### src/rtl/scheduler_req_buffer_pkg.sv
// Shared types and defaults for the DRAM scheduler request buffer.
// Optional feature macro: SCHED_FWD_EN (store-to-load forwarding).
package dram_pack;

    localparam int SCHED_WORD_W        = 32;
    localparam int SCHED_DEPTH_DEFAULT = 8;

    // One buffered memory request as seen by the scheduler
    typedef struct packed {
        logic [SCHED_WORD_W-1:0] addr;
        logic [SCHED_WORD_W-1:0] data;
        logic                    wen;
    } sched_req_t;

endpackage

### src/rtl/scheduler_req_fifo.sv
// In-order request storage with head and head+1 read ports.
// Optional feature macro: SCHED_FWD_EN adds an age-ordered view of all slots
// so the parent can search buffered writes.
module scheduler_req_fifo
    import dram_pack::*;
#(
    parameter int WORD_W = SCHED_WORD_W,
    parameter int DEPTH  = SCHED_DEPTH_DEFAULT,
    parameter int CNT_W  = $clog2(DEPTH) + 1
) (
    input  logic              clk_i,
    input  logic              rst_i,
    input  logic              push_i,
    input  logic [WORD_W-1:0] pushAddr_i,
    input  logic [WORD_W-1:0] pushData_i,
    input  logic              pushWen_i,
    input  logic              pop_i,
    output logic [CNT_W-1:0]  count_o,
    output logic              headValid_o,
    output logic [WORD_W-1:0] headAddr_o,
    output logic [WORD_W-1:0] headData_o,
    output logic              headWen_o,
    output logic              ftValid_o,
    output logic [WORD_W-1:0] ftAddr_o,
    output logic [WORD_W-1:0] ftData_o,
    output logic              ftWen_o
`ifdef SCHED_FWD_EN
    ,
    output logic [DEPTH-1:0]             ordValid_o,
    output logic [DEPTH-1:0][WORD_W-1:0] ordAddr_o,
    output logic [DEPTH-1:0][WORD_W-1:0] ordData_o,
    output logic [DEPTH-1:0]             ordWen_o
`endif
);

    localparam int PTR_W = $clog2(DEPTH);

    typedef struct packed {
        logic [WORD_W-1:0] addr;
        logic [WORD_W-1:0] data;
        logic              wen;
    } entry_t;

    entry_t           mem_q [DEPTH];
    logic [PTR_W-1:0] head_q, head_d;
    logic [PTR_W-1:0] tail_q, tail_d;
    logic [CNT_W-1:0] count_q, count_d;
    logic [PTR_W-1:0] ftIdx;
    entry_t           headEntry;
    entry_t           ftEntry;

    // Pointer and occupancy next-state; DEPTH is a power of two so pointers wrap for free
    always_comb begin
        head_d  = head_q;
        tail_d  = tail_q;
        count_d = count_q;
        if (push_i) begin
            tail_d = tail_q + PTR_W'(1);
        end
        if (pop_i) begin
            head_d = head_q + PTR_W'(1);
        end
        case ({push_i, pop_i})
            2'b10:   count_d = count_q + CNT_W'(1);
            2'b01:   count_d = count_q - CNT_W'(1);
            default: count_d = count_q;
        endcase
    end

    // Pointer and occupancy registers; count alone tells full from empty
    always_ff @(posedge clk_i) begin
        if (rst_i) begin
            head_q  <= '0;
            tail_q  <= '0;
            count_q <= '0;
        end else begin
            head_q  <= head_d;
            tail_q  <= tail_d;
            count_q <= count_d;
        end
    end

    // Slot storage needs no reset because every read is masked by occupancy
    always_ff @(posedge clk_i) begin
        if (push_i) begin
            mem_q[tail_q] <= '{addr: pushAddr_i, data: pushData_i, wen: pushWen_i};
        end
    end

    // Head and lookahead read ports, zeroed when the slot holds nothing
    always_comb begin
        ftIdx       = head_q + PTR_W'(1);
        headEntry   = mem_q[head_q];
        ftEntry     = mem_q[ftIdx];
        headValid_o = (count_q != '0);
        ftValid_o   = (count_q >= CNT_W'(2));
        headAddr_o  = headValid_o ? headEntry.addr : '0;
        headData_o  = headValid_o ? headEntry.data : '0;
        headWen_o   = headValid_o ? headEntry.wen  : 1'b0;
        ftAddr_o    = ftValid_o   ? ftEntry.addr   : '0;
        ftData_o    = ftValid_o   ? ftEntry.data   : '0;
        ftWen_o     = ftValid_o   ? ftEntry.wen    : 1'b0;
    end

    assign count_o = count_q;

`ifdef SCHED_FWD_EN
    // Age-ordered view: position 0 is the oldest entry, higher positions are younger
    always_comb begin
        for (int i = 0; i < DEPTH; i++) begin
            ordValid_o[i] = (CNT_W'(i) < count_q);
            ordAddr_o[i]  = mem_q[head_q + PTR_W'(i)].addr;
            ordData_o[i]  = mem_q[head_q + PTR_W'(i)].data;
            ordWen_o[i]   = mem_q[head_q + PTR_W'(i)].wen;
        end
    end
`endif

endmodule

### src/rtl/scheduler_req_buffer.sv
// Request queue between the cache memory port and the DRAM command scheduler.
// Adds accept/retire control, protocol error pulse and the retire callback
// around scheduler_req_fifo.
// Optional feature macro: SCHED_FWD_EN (reads hitting a buffered write are
// answered from the buffer and never enqueued).
module scheduler_req_buffer
    import dram_pack::*;
#(
    parameter int WORD_W = SCHED_WORD_W,
    parameter int DEPTH  = SCHED_DEPTH_DEFAULT,
    parameter int CNT_W  = $clog2(DEPTH) + 1
) (
    input  logic              CLK,
    input  logic              RST,
    input  logic              dREN,
    input  logic              dWEN,
    input  logic [WORD_W-1:0] memaddr,
    input  logic [WORD_W-1:0] memstore,
    output logic              dwait,
    input  logic              request_done,
    output logic              rq_valid,
    output logic [WORD_W-1:0] ramaddr_rq,
    output logic [WORD_W-1:0] ramstore_rq,
    output logic              ramwen_rq,
    output logic              ft_valid,
    output logic [WORD_W-1:0] ramaddr_rq_ft,
    output logic [WORD_W-1:0] ramstore_rq_ft,
    output logic              ramwen_rq_ft,
    output logic              callback_valid,
    output logic [WORD_W-1:0] memaddr_callback,
    output logic              callback_wen,
    output logic [CNT_W-1:0]  count,
    output logic              err
`ifdef SCHED_FWD_EN
    ,
    output logic              fwd_valid,
    output logic [WORD_W-1:0] fwd_data
`endif
);

    logic              reqPresent;
    logic              bothReq;
    logic              isFull;
    logic              fwdTake;
    logic              pushEn;
    logic              popEn;
    logic [WORD_W-1:0] pushData;

    logic              callbackValid_q, callbackValid_d;
    logic [WORD_W-1:0] callbackAddr_q, callbackAddr_d;
    logic              callbackWen_q, callbackWen_d;
    logic              err_q, err_d;

`ifdef SCHED_FWD_EN
    logic [DEPTH-1:0]             ordValid;
    logic [DEPTH-1:0][WORD_W-1:0] ordAddr;
    logic [DEPTH-1:0][WORD_W-1:0] ordData;
    logic [DEPTH-1:0]             ordWen;
    logic                         fwdHit;
    logic [WORD_W-1:0]            fwdHitData;
    logic                         fwdValid_q, fwdValid_d;
    logic [WORD_W-1:0]            fwdData_q, fwdData_d;
`endif

    scheduler_req_fifo #(
        .WORD_W (WORD_W),
        .DEPTH  (DEPTH),
        .CNT_W  (CNT_W)
    ) u_fifo (
        .clk_i       (CLK),
        .rst_i       (RST),
        .push_i      (pushEn),
        .pushAddr_i  (memaddr),
        .pushData_i  (pushData),
        .pushWen_i   (dWEN),
        .pop_i       (popEn),
        .count_o     (count),
        .headValid_o (rq_valid),
        .headAddr_o  (ramaddr_rq),
        .headData_o  (ramstore_rq),
        .headWen_o   (ramwen_rq),
        .ftValid_o   (ft_valid),
        .ftAddr_o    (ramaddr_rq_ft),
        .ftData_o    (ramstore_rq_ft),
        .ftWen_o     (ramwen_rq_ft)
`ifdef SCHED_FWD_EN
        ,
        .ordValid_o  (ordValid),
        .ordAddr_o   (ordAddr),
        .ordData_o   (ordData),
        .ordWen_o    (ordWen)
`endif
    );

`ifdef SCHED_FWD_EN
    // Youngest buffered write to the read address wins, so later positions override earlier ones
    always_comb begin
        fwdHit     = 1'b0;
        fwdHitData = '0;
        for (int i = 0; i < DEPTH; i++) begin
            if (ordValid[i] && ordWen[i] && (ordAddr[i] == memaddr)) begin
                fwdHit     = 1'b1;
                fwdHitData = ordData[i];
            end
        end
        fwdTake = dREN && !dWEN && fwdHit;
    end
`else
    assign fwdTake = 1'b0;
`endif

    // Accept/retire decisions; a full buffer never accepts, even when the head retires this cycle
    always_comb begin
        reqPresent = dREN | dWEN;
        bothReq    = dREN & dWEN;
        isFull     = (count == CNT_W'(DEPTH));
        dwait      = reqPresent && isFull && !fwdTake;
        pushEn     = reqPresent && !isFull && !fwdTake;
        popEn      = request_done && rq_valid;
        pushData   = dWEN ? memstore : '0;
    end

    // Next values of the callback, error and forwarding pulses
    always_comb begin
        callbackValid_d = popEn;
        callbackAddr_d  = popEn ? ramaddr_rq : '0;
        callbackWen_d   = popEn ? ramwen_rq  : 1'b0;
        err_d           = bothReq || (request_done && !rq_valid);
`ifdef SCHED_FWD_EN
        fwdValid_d      = fwdTake;
        fwdData_d       = fwdTake ? fwdHitData : '0;
`endif
    end

    // One-cycle pulse registers; reset discards any pending callback
    always_ff @(posedge CLK) begin
        if (RST) begin
            callbackValid_q <= 1'b0;
            callbackAddr_q  <= '0;
            callbackWen_q   <= 1'b0;
            err_q           <= 1'b0;
`ifdef SCHED_FWD_EN
            fwdValid_q      <= 1'b0;
            fwdData_q       <= '0;
`endif
        end else begin
            callbackValid_q <= callbackValid_d;
            callbackAddr_q  <= callbackAddr_d;
            callbackWen_q   <= callbackWen_d;
            err_q           <= err_d;
`ifdef SCHED_FWD_EN
            fwdValid_q      <= fwdValid_d;
            fwdData_q       <= fwdData_d;
`endif
        end
    end

    assign callback_valid   = callbackValid_q;
    assign memaddr_callback = callbackAddr_q;
    assign callback_wen     = callbackWen_q;
    assign err              = err_q;
`ifdef SCHED_FWD_EN
    assign fwd_valid        = fwdValid_q;
    assign fwd_data         = fwdData_q;
`endif

endmodule
### config.mk
export PLATFORM = sky130hd
export DESIGN_NAME = scheduler_req_buffer
export DESIGN_NICKNAME = d
export VERILOG_FILES = /design/src/rtl/scheduler_req_buffer_pkg.sv /design/src/rtl/scheduler_req_fifo.sv /design/src/rtl/scheduler_req_buffer.sv
export SDC_FILE = /design/constraint.sdc
export NUM_CORES = 1
export LEC_CHECK = 0
export ABC_AREA = 1
export ABC_CLOCK_PERIOD_IN_PS = 11510
export BUFFER_PORTS_ARGS = -buffer_cell sky130_fd_sc_hd__buf_4
export CAP_MARGIN = 10
export CORE_ASPECT_RATIO = 0.6
export CORE_UTILIZATION = 35
export DETAILED_ROUTE_END_ITERATION = 16
export SETUP_SLACK_MARGIN = 0.02
export SLEW_MARGIN = 10
export SYNTH_ARGS = -nofsm -noshare
export SYNTH_HDL_FRONTEND = slang
export SYNTH_SLANG_ARGS = --single-unit
### constraint.sdc
create_clock -name CLK -period 11.51 [get_ports CLK]
set_input_delay 1.7265 -clock CLK [delete_from_list [all_inputs] [get_ports CLK]]
set_output_delay 1.7265 -clock CLK [all_outputs]
set_load 0.02 [all_outputs]
==> reports/qor.yml <==
run_status: "finished, final reports clean"
ys_ff_latch: 568
clk_pin_slew_worst_paths_ns: 0.06
cts_made_buffers: 55
cp-end-kind: "output port"
clk_latency_ns: 0.62
syn_nets: 2935
synth_cell_types: 32
syn-cell-area_um2: 27400
hold_path_depth: 2
cts_setup_buffers: 0
grt_use_total_pct: 21.0
routedWlPerCell_um: 20.9
ys_top_cells_by_area: "edfxtp_1, nand2_1, o21ai_0"
syn_to_final_growth_pct: 15.1
finalSetupViolCount: 0
drv_cap: 0
cts_max_path_buffers: 3
p_leak_nw: 12.2
dieArea_um2: 79400
portBuffers: 240
tns_ns: 0
ir_drop_uv: 164
pre_cts_ws_ns: 6.08
drive_above_1_share_pct: 13.8
arrival_ns: 4.51
p_total_mw: 8.98
cp_max_fo: 186
gp_congestion: 0.794
fillers: 7595
yosysMostFrequentCell: "nand2_1"
ios: 241
drc: 0
yosys.area.top_type: "edfxtp_1"
die_h_um: 219
worstReg2RegStart: "u_fifo.count_o[1]$_SDFFE_PP0P_"
syn-instance-count: 2861
ff2ff_setup_slack_ns: 7.80
clock_skew_ns: 0.0162
worstHoldEndpoint: "u_fifo.tail_q[0]$_SDFFE_PP0P_"
slew_headroom_pct: 25.9
tritoncts: "built"
required_ns: 9.78
coreArea_um2: 77500
routed_via_density: 5.30
regArea_um2: 16600
async_reset_ff_share_pct: 0
hp-start: "u_fifo.tail_q[0]$_SDFFE_PP0P_"
multiInputGateArea_um2: 8870
cp-start-kind: "flip-flop"
reg2reg_depth: 8
cts.sinks: 568
r2r-end: "memaddr_callback[17]$_SDFF_PP0_"
avgSynthCellArea_um2: 9.57
fin_ws_ns: 5.28
powerDensity_nw_per_um2: 285
cts_max_level: 2
synth_top_area_share_pct: 57.0
antenna_found_initial: 1
ctsResizeCount: 0
layout.nets: 3053
post-route-min-period_ns: 6.23
grt_pass1_vias: 19700
rows: 79
ys.flop_type: "edfxtp_1"
grt_first_pass_wirelength_um: 126000
drt_wl_total_um: 85000
grt_max_degree: 187
drv_slew: 0
min_period_over_period_pct: 54.1
diodes: 0
globalRouteOverflowTotal: 0
dp_hpwl_um: 46800
holdBufCountCts: 0
finalHoldViolCount: 0
rsz0062_at_grt: "false"
max_freq_mhz: 160
vias: 21600
ys.warnings.count: 0
start_util_pct: 35.3
drt_iter0_drc: 2432
chipWidth_um: 363
hold_class: "flip-flop to flip-flop"
drtPass1Iterations: 6
synth-edff-count: 520
cts_root_buffer: "clkbuf_16"
startpoint: "u_fifo.head_q[0]$_SDFFE_PP0N_"
synthTopCellsByCount: "nand2_1, edfxtp_1, o21ai_0"
synth-seq-area-share_pct: 60.6
ant_nets: 0
crit_type: "flip-flop to output port"
worst_slew_pin_slew_ns: 1.11
whs_ns: 0.503
==> cells in the final DEF, fill, tap and decap left out, drive strengths merged <==
cell and count:
o21ai 367, xor2 1, bufinv 6, clkinv 18
a31oi 57, ha 5, buf 282, nor3 1
inv 217, or2 1, o22ai 32, o211ai 89
nand3 224, edfxtp 520, xnor2 2, nor2 312
nand2 547, clkinvlp 2, clkbuf 71, o211a 8
dfxtp 48, nand3b 1, a21oi 206
==> power by group <==
part | switching (mW) | internal, mW
clock | 0.788 | 1.05
combinational | 3.09 | 1.38
sequential | 0.143 | 2.53
==> final cells by class <==
class	instances	area share, %
inverter	219	2.67
timing repair buffer	282	6.72
clock buffer	71	4.76
multi-input combinational	1853	28.1
sequential	568	52.7
tap	1053	4.18
clock inverter	24	0.862
==> registers in the layout, summed over array words and instances, names as in the netlist, named ones only <==
register / cells
callback_valid: 1
callback_wen: 1
err: 1
memaddr_callback: 32
u_fifo.count_o: 4
u_fifo.head_q: 3
u_fifo.mem_q: 520
u_fifo.tail_q: 3
==> cell families (layout without fill, tap and decap cells) <==
| logic type | after synthesis | count (layout) | synth area share (%) |
|---|---|---|---|
| AOI/OAI and AO/OA | 759 | 759 | 15.4 |
| xor gates and xnor gates | 3 | 3 | 0.0960 |
| adders and majority gates | 5 | 5 | 0.229 |
| buffers and inverters | 440 | 596 | 7.41 |
| DFF | 568 | 568 | 60.6 |
| and+or+nand+nor | 1086 | 1086 | 16.3 |
==> per-layer routing <==
| metal | GRT usage [%] | wire length (um) | part of all wire [%] | up-vias |
|---|---|---|---|---|
| li1 | - | - | - | 10200 |
| met1 | 32.2 | 40400 | 48 | 10300 |
| met2 | 30.4 | 35700 | 42 | 999 |
| met3 | 3.29 | 7260 | 8.5 | 115 |
| met4 | 5.25 | 1650 | 1.9 | 2 |
| met5 | 0 | 17 | 0.020 | - |
==> worst max-delay path, cell delays in order, from the launching register on <==
cell and delay (ns):
dfxtp_4 0.50, buf_4 0.72, clkinv_8 0.77, buf_4 0.66
a21oi_1 0.22, o21ai_0 0.11, a31oi_1 0.50, buf_4 0.24
==> worst max-delay path by stage <==
| stage | end | slack [ns] | depth (start not counted) |
|---|---|---|---|
| after global placement | ramstore_rq_ft[31] | 6.10 | 10 |
| final | ramwen_rq_ft | 5.28 | 7 |
| after CTS | ramstore_rq_ft[31] | 5.40 | 10 |
| after global routing | ramwen_rq_ft | 5.09 | 7 |
| after floorplan | u_fifo.mem_q[0][0]$_DFFE_PP_ | 5.84 | 6 |
| after detailed placement | ramstore_rq_ft[31] | 6.08 | 10 |
==> metrics by stage <==
step                      area (um2)  utilization, %  std cells
after global routing           31500            40.7       4070
after detailed placement       29700            38.4       3975
after CTS                      31500            40.7       4070
after floorplan                27400               -       2861
final                          31500            40.7       4070
after global placement         29700            38.4       3975
(Power assumes the default switching activity.)
